**config.mk**
```make
export PLATFORM = sky130hd
export DESIGN_NAME = cordic_batch_initiator
export DESIGN_NICKNAME = d
export VERILOG_FILES = /design/src/rtl/cordic_pkg.sv /design/src/rtl/sync_fifo.sv /design/src/rtl/cordic_batch_initiator.sv
export SDC_FILE = /design/constraint.sdc
export NUM_CORES = 1
export LEC_CHECK = 0
export ABC_AREA = 1
export BUFFER_PORTS_ARGS = -buffer_cell sky130_fd_sc_hd__clkbuf_2
export CELL_PAD_IN_SITES_DETAIL_PLACEMENT = 1
export CELL_PAD_IN_SITES_GLOBAL_PLACEMENT = 1
export CORE_MARGIN = 4
export CORE_UTILIZATION = 46
export DETAILED_ROUTE_END_ITERATION = 8
export PLACE_DENSITY = 0.78
export RECOVER_POWER = 50
export SLEW_MARGIN = 20
export SYNTH_ARGS = -nofsm -noshare
export SYNTH_HDL_FRONTEND = slang
export SYNTH_SLANG_ARGS = --single-unit
```
**constraint.sdc**
```tcl
create_clock -name clk -period 3.7 [get_ports clk]
set_input_delay 0.185 -clock clk [delete_from_list [all_inputs] [get_ports clk]]
set_output_delay 0.185 -clock clk [all_outputs]
set_load 0.03 [all_outputs]
```
**src/rtl/cordic_pkg.sv**
```systemverilog
// rtl/cordic_pkg.sv - shared word width, FSM encoding and cooldown constant for the CORDIC initiator
package cordic_pkg;

  localparam int FLOAT_DATA_WIDTH = 32;
  localparam int COOLDOWN_MIN     = 2;

  typedef enum logic [1:0] {
    IDLE      = 2'd0,
    WAIT_DONE = 2'd1,
    COOLDOWN  = 2'd2,
    HOLD      = 2'd3
  } state_e;

endpackage

```
**src/rtl/sync_fifo.sv**
```systemverilog
// rtl/sync_fifo.sv - single-clock FIFO with first-word-fall-through read port
module sync_fifo #(
  parameter int WIDTH = 32,
  parameter int DEPTH = 8
) (
  input  logic             clk,
  input  logic             rst,
  input  logic             push,
  input  logic             pop,
  input  logic [WIDTH-1:0] din,
  output logic [WIDTH-1:0] dout,
  output logic             full,
  output logic             empty
);

  localparam int AW    = (DEPTH > 1) ? $clog2(DEPTH) : 1;
  localparam int CNT_W = AW + 1;

  logic [WIDTH-1:0] r_mem [DEPTH];
  logic [AW-1:0]    r_wr_ptr;
  logic [AW-1:0]    r_rd_ptr;
  logic [CNT_W-1:0] r_count;
  logic             w_push;
  logic             w_pop;

  assign w_push = push && !full;
  assign w_pop  = pop && !empty;

  // Pointers wrap naturally because DEPTH is a power of two.
  always_ff @(posedge clk) begin
    if (rst) begin
      r_wr_ptr <= '0;
      r_rd_ptr <= '0;
      r_count  <= '0;
    end else begin
      if (w_push) r_wr_ptr <= r_wr_ptr + 1'b1;
      if (w_pop)  r_rd_ptr <= r_rd_ptr + 1'b1;
      case ({w_push, w_pop})
        2'b10:   r_count <= r_count + 1'b1;
        2'b01:   r_count <= r_count - 1'b1;
        default: r_count <= r_count;
      endcase
    end
  end

  always_ff @(posedge clk) begin
    if (w_push) r_mem[r_wr_ptr] <= din;
  end

  assign dout  = r_mem[r_rd_ptr];
  assign full  = (r_count == CNT_W'(DEPTH));
  assign empty = (r_count == '0);

endmodule

```
**src/rtl/cordic_batch_initiator.sv**
```systemverilog
// rtl/cordic_batch_initiator.sv - buffers angles and sequences them through a multi-cycle CORDIC unit
// Optional watchdog abort: CORDIC_INIT_TIMEOUT_EN
module cordic_batch_initiator #(
  parameter int FLOAT_DATA_WIDTH = cordic_pkg::FLOAT_DATA_WIDTH,
  parameter int FIFO_DEPTH       = 8
`ifdef CORDIC_INIT_TIMEOUT_EN
  ,
  parameter int TIMEOUT_CYCLES   = 64,
  parameter int COUNTER_WIDTH    = 10
`endif
) (
  input  logic                        clk,
  input  logic                        rst,
  input  logic                        in_valid,
  output logic                        in_ready,
  input  logic [FLOAT_DATA_WIDTH-1:0] in_angle,
  output logic                        out_valid,
  input  logic                        out_ready,
  output logic [FLOAT_DATA_WIDTH-1:0] out_result,
  output logic                        out_err,
  output logic                        cu_clk_en,
  output logic [FLOAT_DATA_WIDTH-1:0] cu_angle_float,
  input  logic [FLOAT_DATA_WIDTH-1:0] cu_result,
  input  logic                        cu_done
);

  import cordic_pkg::*;

  localparam int COOL_W = $clog2(COOLDOWN_MIN + 1);

  state_e                      r_state;
  state_e                      w_next;
  logic                        w_full;
  logic                        w_empty;
  logic                        w_push;
  logic                        w_issue;
  logic                        w_capture;
  logic                        w_timeout;
  logic [FLOAT_DATA_WIDTH-1:0] w_fifo_dout;
  logic [FLOAT_DATA_WIDTH-1:0] r_cu_angle;
  logic [FLOAT_DATA_WIDTH-1:0] r_out_result;
  logic                        r_out_valid;
  logic [COOL_W-1:0]           r_cool_cnt;

  assign in_ready = !w_full;
  assign w_push   = in_valid && !w_full;

  sync_fifo #(
    .WIDTH (FLOAT_DATA_WIDTH),
    .DEPTH (FIFO_DEPTH)
  ) u_fifo (
    .clk   (clk),
    .rst   (rst),
    .push  (w_push),
    .pop   (w_issue),
    .din   (in_angle),
    .dout  (w_fifo_dout),
    .full  (w_full),
    .empty (w_empty)
  );

  always_ff @(posedge clk) begin
    if (rst) r_state <= IDLE;
    else     r_state <= w_next;
  end

  // A lingering cu_done (second done cycle, or one left over from before a reset) blocks issue.
  always_comb begin
    w_next = r_state;
    case (r_state)
      IDLE:      if (!w_empty && !r_out_valid && !cu_done) w_next = WAIT_DONE;
      WAIT_DONE: if (cu_done || w_timeout) w_next = COOLDOWN;
      COOLDOWN:  if ((r_cool_cnt >= COOL_W'(COOLDOWN_MIN - 1)) && !cu_done) w_next = HOLD;
      HOLD:      if (!r_out_valid || out_ready) w_next = IDLE;
      default:   w_next = IDLE;
    endcase
  end

  always_comb begin
    w_issue   = (r_state == IDLE) && (w_next == WAIT_DONE);
    w_capture = (r_state == WAIT_DONE) && (w_next == COOLDOWN);
    cu_clk_en = (r_state == WAIT_DONE);
  end

  always_ff @(posedge clk) begin
    if (rst) begin
      r_cu_angle   <= '0;
      r_out_result <= '0;
      r_out_valid  <= 1'b0;
      r_cool_cnt   <= '0;
    end else begin
      if (w_issue) r_cu_angle <= w_fifo_dout;
      if (w_capture) r_out_result <= w_timeout ? '0 : cu_result;
      if (w_capture)                       r_out_valid <= 1'b1;
      else if (r_out_valid && out_ready)   r_out_valid <= 1'b0;
      if (r_state == COOLDOWN) begin
        if (r_cool_cnt < COOL_W'(COOLDOWN_MIN - 1)) r_cool_cnt <= r_cool_cnt + 1'b1;
      end else begin
        r_cool_cnt <= '0;
      end
    end
  end

`ifdef CORDIC_INIT_TIMEOUT_EN
  logic [COUNTER_WIDTH-1:0] r_wd_cnt;
  logic                     r_out_err;

  always_ff @(posedge clk) begin
    if (rst) begin
      r_wd_cnt  <= '0;
      r_out_err <= 1'b0;
    end else begin
      if (r_state == WAIT_DONE) r_wd_cnt <= r_wd_cnt + 1'b1;
      else                      r_wd_cnt <= '0;
      if (w_capture) r_out_err <= w_timeout;
    end
  end

  // Fires on the last permitted WAIT_DONE cycle so cu_clk_en stays high exactly TIMEOUT_CYCLES.
  assign w_timeout = (r_state == WAIT_DONE) && !cu_done &&
                     (r_wd_cnt == COUNTER_WIDTH'(TIMEOUT_CYCLES - 1));
  assign out_err   = r_out_err;
`else
  assign w_timeout = 1'b0;
  assign out_err   = 1'b0;
`endif

  assign cu_angle_float = r_cu_angle;
  assign out_result     = r_out_result;
  assign out_valid      = r_out_valid;

endmodule

```
==> metrics.yaml, run 1 <==
status:
  status: "complete, but fails checks"
  failed_checks: "capacitance limit, slew limit"
placed_design:
  place_congestion: 0.7401
  portBuffers: 135
  place_area_sq_um: 15380
  hpwl_microns: 22520
floorplan:
  core_sq_um: 30670
  die_h_microns: 184.7
  die_w_microns: 184.7
  rows: 64
  pin_count: 137
  start_util_pct: 46.82
  die-area_sq_um: 34110
worst_setup_path:
  crit_start: "u_fifo.r_count[1]$_SDFFE_PP0P_"
  r2r_start: "u_fifo.r_count[1]$_SDFFE_PP0P_"
  critPathArrivalTime_ns: 2.82
  r2r_slack_ns: 1.09
  path_class: "reg2reg"
  worstPathMaxFanout: 19
  required_ns: 3.91
  cp-start-kind: "register"
  end_kind: "register"
timing:
  finalSetupTns_ns: 0
  max_freq_ghz: 0.3837
  finClkSkew_ns: 0.01306
  hold_violations: 0
  finalSetupViolations: 0
  period_minus_slack_ns: 2.606
  worstMarginPinSlew_ns: 1.668
  drv_slew: 32
  slew_headroom_pct: -11.23
  period_share_pct: 70.44
  rsz0062_at_grt: "no"
final_layout:
  fin_area_sq_um: 17120
  n_fill_cell: 3507
  fin_nets: 1805
  antenna-diode-count: 0
  layout-drive-gt1-share_pct: 7.513
  syn_to_final_growth_pct: 19.19
yosys:
  syn_area_sq_um: 14360
  syn_nets: 1619
  synth_warnings: 0
  synth_area_per_cell_sq_um: 9.313
  yosysSeqAreaShare_pct: 64.55
  synth_cells: 1542
  ys_ff_latch: 335
  synth_cell_types: 27
detailed_routing:
  drtIter0Drc: 632
  totalWireLength_microns: 40330
  via_count: 10958
  ant_nets: 0
  viasPerCell: 5.090
  routedWlPerCell_microns: 18.73
  firstDrtPassIters: 6
  drc: 0
cts:
  postCtsSetupBuffers: 0
  cts.root.buffer_cell: "clkbuf_16"
  clock_insertion_delay_worst_skew_ns: 0.53
  cts_num_sinks: 335
  cts_tree: "built"
  clockBufferDepth: 3
  clk_pin_slew_ns: 0.06
  htreeDepth: 2
  numCtsBuffers: 37
grt:
  grt_antenna_before_repair: 0
  grt_pass1_wl_microns: 64000
  grt_usage_pct: 23.90
  grt_pass1_vias: 12219
  grt-ovfl-total: 0
  grt_max_degree: 93
power_and_ir_drop:
  switchingPower_uw: 4129
  powerDensity_nw_per_um2: 679.4
  clock_power_share_pct: 31.3
  swShare_pct: 35.51
  power_frac_seq_pct: 40.2
  p_leak_uw: 0.007635
  ir_drop_mv: 0.4370
  combPwrFrac_pct: 28.4
  p_int_uw: 7499
run:
  drv_cap: 1
hold_path:
  hold_class: "in2reg"
  min-delay-start: "cu_done"
[logic make-up after synthesis]
family / synth area share (%)
fa+ha+maj: 0.7493
buf+inv: 10.87
flops: 64.55
xor+xnor: 0.2440
other cells: 0.02611
compound gates: 1.987
simple gates: 21.58
[path summary, 6_finish.rpt]
path / endpoint / cells after the start
max reg2reg: u_fifo.r_mem[0][6]$_DFFE_PP_ / 6
max: u_fifo.r_mem[0][6]$_DFFE_PP_ / 6
min: u_fifo.r_rd_ptr[0]$_SDFFE_PP0P_ / 4
min reg2reg: out_result[2]$_SDFFE_PP0P_ / 2
[registers in the layout, summed over array words and instances, names as in the netlist]
| name | flops |
|---|---|
| r_cool_cnt | 2 |
| cu_angle_float | 32 |
| u_fifo.r_wr_ptr | 3 |
| r_state | 2 |
| u_fifo.r_count | 4 |
| u_fifo.r_rd_ptr | 3 |
| out_valid | 1 |
| out_result | 32 |
| u_fifo.r_mem | 256 |
[final cells by class]
cell class	instances	area (sq um)	share of cell area, %
Inverter	310	1167	6.821
Clock inverter	15	126.4	0.7384
Clock buffer	53	1079	6.302
Timing Repair Buffer	222	1380	8.063
Sequential cell	335	9274	54.19
Tap cell	396	495.5	2.895
Multi-Input combinational cell	822	3593	21.00
[through the flow]
step	hold slack [ns]	setup WS, ns	util (%)	total power (uW)	std cells
final	0.07312	1.094	55.81	11630	2153
after global routing	0.06086	0.9666	55.81	12320	2153
after CTS	0.05708	1.224	56.20	11750	2153
after detailed placement	0.4482	1.278	50.15	8003	2020
after global placement	0.4416	1.398	50.15	7846	2020
after floorplan	0.2839	0.6814	-	7073	1542
[worst max-delay path, cell delays in order (launching register included)]
cell,delay (ns)
dfxtp_1,0.39
nor2_1,0.09
nand3_1,0.10
nand2_1,0.18
or2_0,0.48
nor2_4,0.67
buf_4,0.36
[cell usage in the layout, fill, tap and decap left out, drive strengths merged, types with 2 or more instances in the layout]
master / instances
dlygate4sd3: 65
edfxtp: 256
clkinv: 12
a21oi: 47
nand3: 197
xnor2: 2
buf: 22
clkbuf: 188
bufinv: 2
ha: 7
nor2: 80
xor2: 2
nand2: 474
dfxtp: 79
o21ai: 8
inv: 310
[routing by layer]
layer	wire [microns]	global-route usage [%]	vias to the layer above	part of all wire, %
li1	-	-	5188	-
met1	16040	28.79	5403	40
met2	21200	43.29	267	53
met3	1855	4.046	100	4.6
met4	1226	8.485	0	3.0
met5	0	0	-	0
[Yosys cell counts]
cell type | number | area share, %
a21oi_1 | 47 | 1.6
buf_1 | 4 | 0.10
buf_12 | 1 | 0.14
buf_2 | 47 | 1.6
buf_4 | 1 | 0.052
buf_6 | 3 | 0.24
buf_8 | 1 | 0.10
clkbuf_1 | 18 | 0.47
conb_1 | 1 | 0.026
dfxtp_1 | 79 | 11
edfxtp_1 | 256 | 54
fa_1 | 1 | 0.14
ha_1 | 7 | 0.61
inv_1 | 309 | 8.1
inv_4 | 1 | 0.044
nand2_1 | 473 | 12
nand2_2 | 1 | 0.044
nand3_1 | 196 | 6.8
nand3_4 | 1 | 0.12
nor2_1 | 77 | 2.0
nor2_2 | 3 | 0.13
nor3_1 | 1 | 0.035
o211a_1 | 1 | 0.070
o21ai_0 | 8 | 0.28
or2_2 | 1 | 0.044
xnor2_1 | 2 | 0.12
xor2_1 | 2 | 0.12
[power groups by stage]
stage / clock, uW / combinational (uW) / sequential [uW]
final: 3640 / 3310 / 4680
after global routing: 3890 / 3720 / 4720
after CTS: 3700 / 3380 / 4670
after detailed placement: 0 / 3250 / 4750
after global placement: 0 / 3120 / 4730
after floorplan: 0 / 2090 / 4990
[timing repair]
| item | CTS | global route |
|---|---|---|
| hold buffers | 65 | 0 |
| hold endpoints to repair | 289 | 0 |
| gates resized for setup | 0 | 0 |
(Power assumes the default switching activity.)
==> run 2, diff against run 1 <==
--- a/config.mk
+++ b/config.mk
@@ -5,14 +5,14 @@
 export SDC_FILE = /design/constraint.sdc
 export NUM_CORES = 1
 export LEC_CHECK = 0
-export ABC_AREA = 1
+export ABC_AREA = 0
 export BUFFER_PORTS_ARGS = -buffer_cell sky130_fd_sc_hd__clkbuf_2
 export CELL_PAD_IN_SITES_DETAIL_PLACEMENT = 1
 export CELL_PAD_IN_SITES_GLOBAL_PLACEMENT = 1
 export CORE_MARGIN = 4
-export CORE_UTILIZATION = 46
+export CORE_UTILIZATION = 49
 export DETAILED_ROUTE_END_ITERATION = 8
-export PLACE_DENSITY = 0.78
+export PLACE_DENSITY = 0.76
 export RECOVER_POWER = 50
 export SLEW_MARGIN = 20
 export SYNTH_ARGS = -nofsm -noshare
==> constraint.sdc (replaced) <==
create_clock -name clk -period 2.4 [get_ports clk]
set_input_delay 0.12 -clock clk [delete_from_list [all_inputs] [get_ports clk]]
set_output_delay 0.12 -clock clk [all_outputs]
set_load 0.03 [all_outputs]
==> run 2 against run 1 <==
- the flow finishes with violations (setup timing)
- first-iteration DRC count grew 2.2%
- die area decreased by 18%
- sequential power rose by 53%
- flip-flop and latch count unchanged
- utilization increased by 7.1 points
- largest cell class unchanged
- routed wire length is 22% lower
- via count down 33%
- non-clock buffer count is 17 higher
- setup slack worse by 1.1 ns
- largest power group unchanged
- final area decreased by 9.6%
==> metrics.yaml, run 2 <==
status:
  status: "complete, but fails checks"
  failed_checks: "setup timing"
power_and_ir_drop:
  ir_drop_mv: 0.7346  # +68%
  power_uw: 16230  # +40%
  powerDensity_nw_per_um2: 1049  # +54%
  p_leak_uw: 0.005041  # -34%
yosys:
  synth_edf_count: 256  # unchanged
  syn_area_sq_um: 12380  # -14%
  synth_warnings: 0  # unchanged
  synth_area_per_cell_sq_um: 17.32  # +86%
  synth-main-ff-cell: "edfxtp_1"
  synth_common_cells: "256 x edfxtp_1, 79 x dfxtp_1, 69 x nand2_1"
  synth.area.mux_share_pct: 11.80  # +12 points
  ys_top_cells_by_area: "edfxtp_1 62%, dfxtp_1 13%, mux4_2 12%"
  yosysSeqAreaShare_pct: 74.84  # +10 points
  synth_fa_ha_area_share_pct: 0.8689  # +0.12 points
  syn_nets: 792  # -51%
  yosys.area_share.simple_pct: 6.395  # -15 points
  ys_async_sr_fraction_pct: 0  # unchanged
  synth_cell_types: 37  # +37%
  synth_top_family_by_area: "multiplexers"
  ys_ff_latch: 335  # unchanged
  synth_top_area_share_pct: 62.07  # +8.5 points
  synth_cells: 715  # -54%
  synth-xor-area-share_pct: 0.4950  # +0.25 points
  synth_largest_area_cell: "edfxtp_1"
  yosysMostFrequentCell: "edfxtp_1"
  synth-compound-area-share_pct: 3.425  # +1.4 points
grt:
  grt_antenna_before_repair: 0  # unchanged
  grt_max_degree: 41  # -56%
  grt_pass1_wl_microns: 48600  # -24%
  grt_usage_pct: 22.40  # -1.5 points
  grt_pass1_vias: 8275  # -32%
  grt-ovfl-total: 0  # unchanged
run:
  drv_cap: 0  # -1
final_layout:
  layout-drive-gt1-share_pct: 22.44  # +15 points
  antenna-diode-count: 0  # unchanged
  largest_register_ffs: 256  # unchanged
  final_util_pct: 62.88  # +7.1 points
  top_register: "u_fifo.r_mem"
  syn_to_final_growth_pct: 24.93
  final_common_cell: "edfxtp_1"
  mostFrequentLayoutCells: "256 x edfxtp_1, 111 x clkbuf_1, 75 x dfxtp_1, 69 x nand2_1, 67 x dlygate4sd3_1"
  fin_nets: 1026  # -43%
timing:
  slew_headroom_pct: 28.46  # +40 points
  whs_ns: 0.1134  # +0.04032 ns
  setup_slack_ns: -0.02647  # -1.120 ns
  finalSetupViolations: 1  # +1
  drv_slew: 0  # -100%
  max_freq_ghz: 0.4121  # +7.4%
  hold_violations: 0  # unchanged
  finClkSkew_ns: 0.01648  # +0.003417 ns
  period_share_pct: 101.1  # +31 points
  period_minus_slack_ns: 2.426  # -0.1798 ns
  worstMarginPinSlew_ns: 1.070  # -0.5988 ns
  rsz0062_at_grt: "yes"
worst_setup_path:
  cp_num_buf_inv: 1  # unchanged
  crit_slowest_cell: "or4_4"
  cp-start-kind: "register"
  worstPathMaxFanout: 4  # -15
  ff2ff_path_depth: 9  # +3
  crit_family: "simple AND/OR/NAND/NOR gates"
  critPathArrivalTime_ns: 2.86  # +0.04 ns
  r2r-end: "u_fifo.r_count[3]$_SDFFE_PP0P_"
  r2r_start: "u_fifo.r_count[1]$_SDFFE_PP0P_"
  critPathMaxStageDelay_ns: 0.42  # -0.25 ns
  required_ns: 2.83  # -1.08 ns
  path_class: "reg2reg"
  r2r_slack_ns: -0.03  # -1.12 ns
  critical_path.cell_chain: "buf_6 -> or4_4 -> and2_4 -> ha_4 -> ha_4 -> a21oi_4 -> and3_4 -> or4_4 -> a21oi_2"
  end_kind: "register"
cts:
  cts_tree: "built"
  htreeDepth: 2  # unchanged
  cts.root.buffer_cell: "clkbuf_16"
  clock_insertion_delay_worst_skew_ns: 0.51  # -0.02 ns
  clk_pin_slew_ns: 0.06  # about the same
  numCtsBuffers: 35  # -5.4%
  clockBufferDepth: 3  # unchanged
  cts_num_sinks: 335  # unchanged
  postCtsSetupBuffers: 0  # unchanged
floorplan:
  pin_count: 137  # unchanged
  start_util_pct: 50.33  # +3.5 points
  die_h_microns: 167.0  # -9.6%
  die-area_sq_um: 27880  # -18%
  core_sq_um: 24600  # -20%
  rows: 57  # -11%
  die_w_microns: 167.0  # -9.6%
hold_path:
  min-delay-start: "out_ready"
  hold_class: "in2reg"
  min_to: "r_state[1]$_SDFF_PP0_"
  min_path_cells: 5  # +1
placed_design:
  place_congestion: 0.7715  # +4.2%
  hpwl_microns: 17780  # -21%
  pre_cts_ws_ns: -0.03645  # -1.314 ns
  portBuffers: 135  # unchanged
detailed_routing:
  drtIter0Drc: 646  # +2.2%
  drc: 0  # unchanged
  firstDrtPassIters: 5  # -1
  routedWlPerCell_microns: 24.13  # +29%
  viasPerCell: 5.628  # +11%
  ant_nets: 0  # unchanged
  totalWireLength_microns: 31370  # -22%
  via_count: 7317  # -33%
==> run 2: cell count changes in the layout (fill, tap and decap cells not counted), moves of 5 or more <==
cell,previous run,this run
buf_4,21,28
mux4_2,0,64
o21ai_0,8,0
nand3_1,196,4
nor2_1,69,46
buf_12,1,7
o22ai_1,0,33
nor3_1,1,32
nor2_4,8,3
a21oi_1,47,37
clkinv_2,8,3
nand2_1,472,69
inv_1,307,5
==> run 2: repair_timing <==
item                                   CTS  global route
setup endpoints to repair               19             1
resized for setup                        2             9
pin swaps                                0             1
hold buffers                            67             0
endpoints found under the hold margin  290             0
==> run 2: cells by family after synthesis <==
family                     count (synthesis)
AOI/OAI and AO/OA                         75
xor gates and xnor gates                   7
adders and majority gates                  8
buffers and inverters                     47
DFF                                      335
muxes                                     66
other                                      1
and+or+nand+nor                          176
==> run 2: per-layer routing <==
| metal | global-route usage (%) | routed length, microns | vias to the layer above |
|---|---|---|---|
| met5 | 0 | 0 | - |
| met4 | 6.475 | 670 | 0 |
| met3 | 3.958 | 1672 | 52 |
| met2 | 39.29 | 16170 | 261 |
| met1 | 28.89 | 12860 | 3770 |
| li1 | - | - | 3234 |
==> run 2: where the power goes <==
group          internal, uW  switching (uW)
clock                  3210            2180
combinational          1430            2270
sequential             6800             334
total                 11500            4780
==> run 2: through the flow <==
| stage | instances | area (sq um) | TNS (ns) |
|---|---|---|---|
| 3_3_place_gp | 1168 | 13700 | 0 |
| 5_1_grt | 1300 | 15470 | -0.1028 |
| 3_5_place_dp | 1168 | 13700 | -0.03645 |
| 2_1_floorplan | 715 | 12490 | -0.1277 |
| 6_report | 1300 | 15470 | -0.02647 |
| 4_1_cts | 1299 | 15530 | -0.04067 |
==> run 2: area by class of cell <==
type                    instances  area (sq um)
clock buffers                  53         994.7
clock inverters                11         153.9
fillers                      2240          9133
inverters                       5         18.77
multi-input cells             333          3022
flip-flops and latches        335          9276
well taps                     324         405.4
repair buffers                239          1602
==> run 2: worst max-delay path by stage <==
stage	depth (start not counted)	slack, ns	end	from
after floorplan	10	-0.13	u_fifo.r_count[3]$_SDFFE_PP0P_	u_fifo.r_count[3]$_SDFFE_PP0P_
after global placement	8	0.08	u_fifo.r_count[3]$_SDFFE_PP0P_	u_fifo.r_count[3]$_SDFFE_PP0P_
after detailed placement	9	-0.04	u_fifo.r_count[3]$_SDFFE_PP0P_	u_fifo.r_count[1]$_SDFFE_PP0P_
after CTS	8	-0.04	u_fifo.r_count[3]$_SDFFE_PP0P_	u_fifo.r_count[3]$_SDFFE_PP0P_
after global routing	9	-0.09	u_fifo.r_count[3]$_SDFFE_PP0P_	u_fifo.r_count[1]$_SDFFE_PP0P_
final	9	-0.03	u_fifo.r_count[3]$_SDFFE_PP0P_	u_fifo.r_count[1]$_SDFFE_PP0P_
==> run 2: tightest hold or removal path, delay by kind of cell <==
kind | cells | cell delay, ns
buffers and inverters | 1 | 0.08
AOI/OAI and AO/OA | 1 | 0.06
and+or+nand+nor | 3 | 0.32
==> run 3, diff against run 2 <==
--- a/config.mk
+++ b/config.mk
@@ -14,6 +14,7 @@
 export DETAILED_ROUTE_END_ITERATION = 8
 export PLACE_DENSITY = 0.76
 export RECOVER_POWER = 50
+export SETUP_SLACK_MARGIN = 0.3
 export SLEW_MARGIN = 20
 export SYNTH_ARGS = -nofsm -noshare
 export SYNTH_HDL_FRONTEND = slang
==> run 3 against run 2 <==
- the flow still finishes with violations (setup timing)
- clock power down 2%
- critical path depth down 1
- global-route usage about the same
- critical path type unchanged
==> metrics.yaml, run 3 (synthesized netlist as in run 2, its figures left out) <==
detailed_routing:
  drtIter0Drc: 561  # -13%
  via_count: 7426  # +1.5%
  totalWireLength_microns: 31410  # +0.11%
  ant_nets: 0  # unchanged
  firstDrtPassIters: 5  # unchanged
  viasPerCell: 5.639  # +0.18%
  routedWlPerCell_microns: 23.85  # -1.2%
  drc: 0  # unchanged
grt:
  met1_usage_pct: 29.33  # +0.45 points
  grt-ovfl-total: 0  # unchanged
  grt_pass1_vias: 8307  # +0.39%
  grtUsageMet3_pct: 3.816  # -0.14 points
  grt_max_degree: 66  # +61%
  grt_use_met2_pct: 39.70  # +0.41 points
  grt-busiest-layer: "met2"
  grt_usage_pct: 22.44  # +0.036 points
  grt_pass1_wl_microns: 48580  # about the same
  grt_antenna_before_repair: 1  # +1
cts:
  clock_insertion_delay_worst_skew_ns: 0.52  # about the same
  cts.root.buffer_cell: "clkbuf_16"
  cts_tree: "built"
  clockBufferDepth: 3  # unchanged
  clk_pin_slew_ns: 0.06  # about the same
  numCtsBuffers: 35  # unchanged
  htreeDepth: 2  # unchanged
  cts_num_sinks: 335  # unchanged
power_and_ir_drop:
  swShare_pct: 29.46  # about the same
  combPwrFrac_pct: 24.0  # +1.2 points
  p_int_uw: 11520  # +0.63%
  ir_drop_mv: 0.8354  # +14%
  power_uw: 16330  # +0.62%
  p_leak_uw: 0.005155  # +2.3%
  switchingPower_uw: 4812  # +0.60%
  clock_power_share_pct: 32.3  # -0.9 points
  powerDensity_nw_per_um2: 1041  # -0.81%
  power_frac_seq_pct: 43.7  # -0.3 points
final_layout:
  final_util_pct: 63.79  # +0.91 points
  antenna-diode-count: 0  # unchanged
  mostFrequentLayoutCells: "256 x edfxtp_1, 108 x clkbuf_1, 72 x dfxtp_1, 69 x nand2_1, 66 x dlygate4sd3_1"
  n_fill_cell: 2245  # +0.22%
  stdcell_count: 1317  # +1.3%
  largest_register_ffs: 256  # unchanged
  syn_to_final_growth_pct: 26.73
  layout-drive-gt1-share_pct: 24.37  # +1.9 points
  fin_nets: 1043  # +1.7%
  final_common_cell: "edfxtp_1"
  top_register: "u_fifo.r_mem"
worst_setup_path:
  required_ns: 2.81  # -0.02 ns
  path_class: "reg2reg"
  critPathArrivalTime_ns: 2.86  # about the same
  cp-start-kind: "register"
  end_kind: "register"
  critical_path.most_common_cell: "ha_4"
  worstPathMaxFanout: 4  # unchanged
  critical_path.cell_chain: "or4_4 -> and2_4 -> ha_4 -> ha_4 -> a21oi_4 -> a21oi_2 -> or4_1 -> a21oi_1"
  critPathMaxStageDelay_ns: 0.55  # +0.13 ns
  crit_slowest_cell: "or4_4"
timing:
  finalSetupViolations: 1  # unchanged
  finClkSkew_ns: 0.02276  # +0.006284 ns
  max_freq_ghz: 0.4084  # -0.91%
  drv_slew: 0  # unchanged
  hold_violations: 0  # unchanged
  whs_ns: 0.02139  # -0.09206 ns
  rsz0062_at_grt: "yes"
  slew_headroom_pct: 30.03  # +1.6 points
  period_minus_slack_ns: 2.449  # +0.02231 ns
  setup_slack_ns: -0.04877  # -0.02231 ns
  period_share_pct: 102.0  # +0.93 points
  worstMarginPinSlew_ns: 1.050  # -0.02008 ns
status:
  status: "complete, but fails checks"
  failed_checks: "setup timing"
run:
  drv_cap: 0  # unchanged
hold_path:
  hold_class: "in2reg"
placed_design:
  portBuffers: 135  # unchanged
  placed_cells: 1165  # -0.26%
  pre_cts_ws_ns: -0.07685  # -0.04040 ns
  hpwl_microns: 18310  # +3.0%
  place_congestion: 0.8113  # +5.2%
floorplan:
  pin_count: 137  # unchanged
  die-area_sq_um: 27880  # unchanged
  rows: 57  # unchanged
  core_sq_um: 24600  # unchanged
  die_h_microns: 167.0  # unchanged
  start_util_pct: 50.33  # unchanged
  die_w_microns: 167.0  # unchanged
-- run 3: cell count changes in the layout (fill, tap and decap cells not counted), moves of 2 or more --
cell      change
buf_4        +11
buf_12        +5
clkinv_1      +5
dfxtp_4       +4
clkbuf_1      -3
dfxtp_1       -3
buf_6         +2
clkbuf_8      -2
clkinv_2      +2
-- run 3: final timing paths --
check | startpoint | end | slack (ns) | cells past startpoint
setup / recovery | u_fifo.r_count[3]$_SDFFE_PP0P_ | u_fifo.r_count[3]$_SDFFE_PP0P_ | -0.05 | 8
hold / removal | in_valid | u_fifo.r_wr_ptr[1]$_SDFFE_PP0P_ | 0.02 | 3
hold reg to reg | out_result[8]$_SDFFE_PP0P_ | out_result[8]$_SDFFE_PP0P_ | 0.46 | 2
setup reg to reg | u_fifo.r_count[3]$_SDFFE_PP0P_ | u_fifo.r_count[3]$_SDFFE_PP0P_ | -0.05 | 8
-- run 3: through the flow --
stage | setup TNS (ns) | area [sq um]
6_report | -0.04877 | 15700
3_3_place_gp | 0 | 13750
2_1_floorplan | -0.1055 | 12530
4_1_cts | 0 | 15750
5_1_grt | -0.1885 | 15700
3_5_place_dp | -0.07685 | 13750
-- run 3: timing repair --
action | CTS | global route
endpoints found under the hold margin | 289 | 0
pin swaps | 15 | 3
setup buffers | 18 | 4
hold buffers | 66 | 0
resized for setup | 17 | 11
endpoints found under the setup margin | 182 | 27
-- run 3: per-layer routing --
metal  wire, microns  part of all wire, %
met3            1790                  5.7
met4             481                  1.5
met2           16360                   52
met1           12770                   41
met5               7                0.022
-- run 3: area by class of cell --
| class | instances | area, sq um | area share [%] |
|---|---|---|---|
| clock buffer | 48 | 955.9 | 6.091 |
| clock inverter | 16 | 166.4 | 1.060 |
| inverter | 5 | 23.77 | 0.1515 |
| tap | 324 | 405.4 | 2.583 |
| multi-input combinational | 333 | 3057 | 19.48 |
| timing repair buffer | 256 | 1797 | 11.45 |
| sequential | 335 | 9290 | 59.19 |
-- run 3: critical path: cells and delay by family (launching register included) --
kind	cells	cell delay, ns
AO/OA/AOI/OAI	3	0.40
adder cells (fa/ha/maj)	2	0.42
flip-flops	1	0.35
AND/OR/NAND/NOR	3	1.19
-- run 3: power groups by stage --
stage	clock, uW	combinational (uW)	sequential [uW]
after floorplan	0	2000	7710
after CTS	5380	3900	7140
after global routing	5660	4230	7200
after global placement	0	3460	7200
after detailed placement	0	3600	7250
final	5270	3920	7140
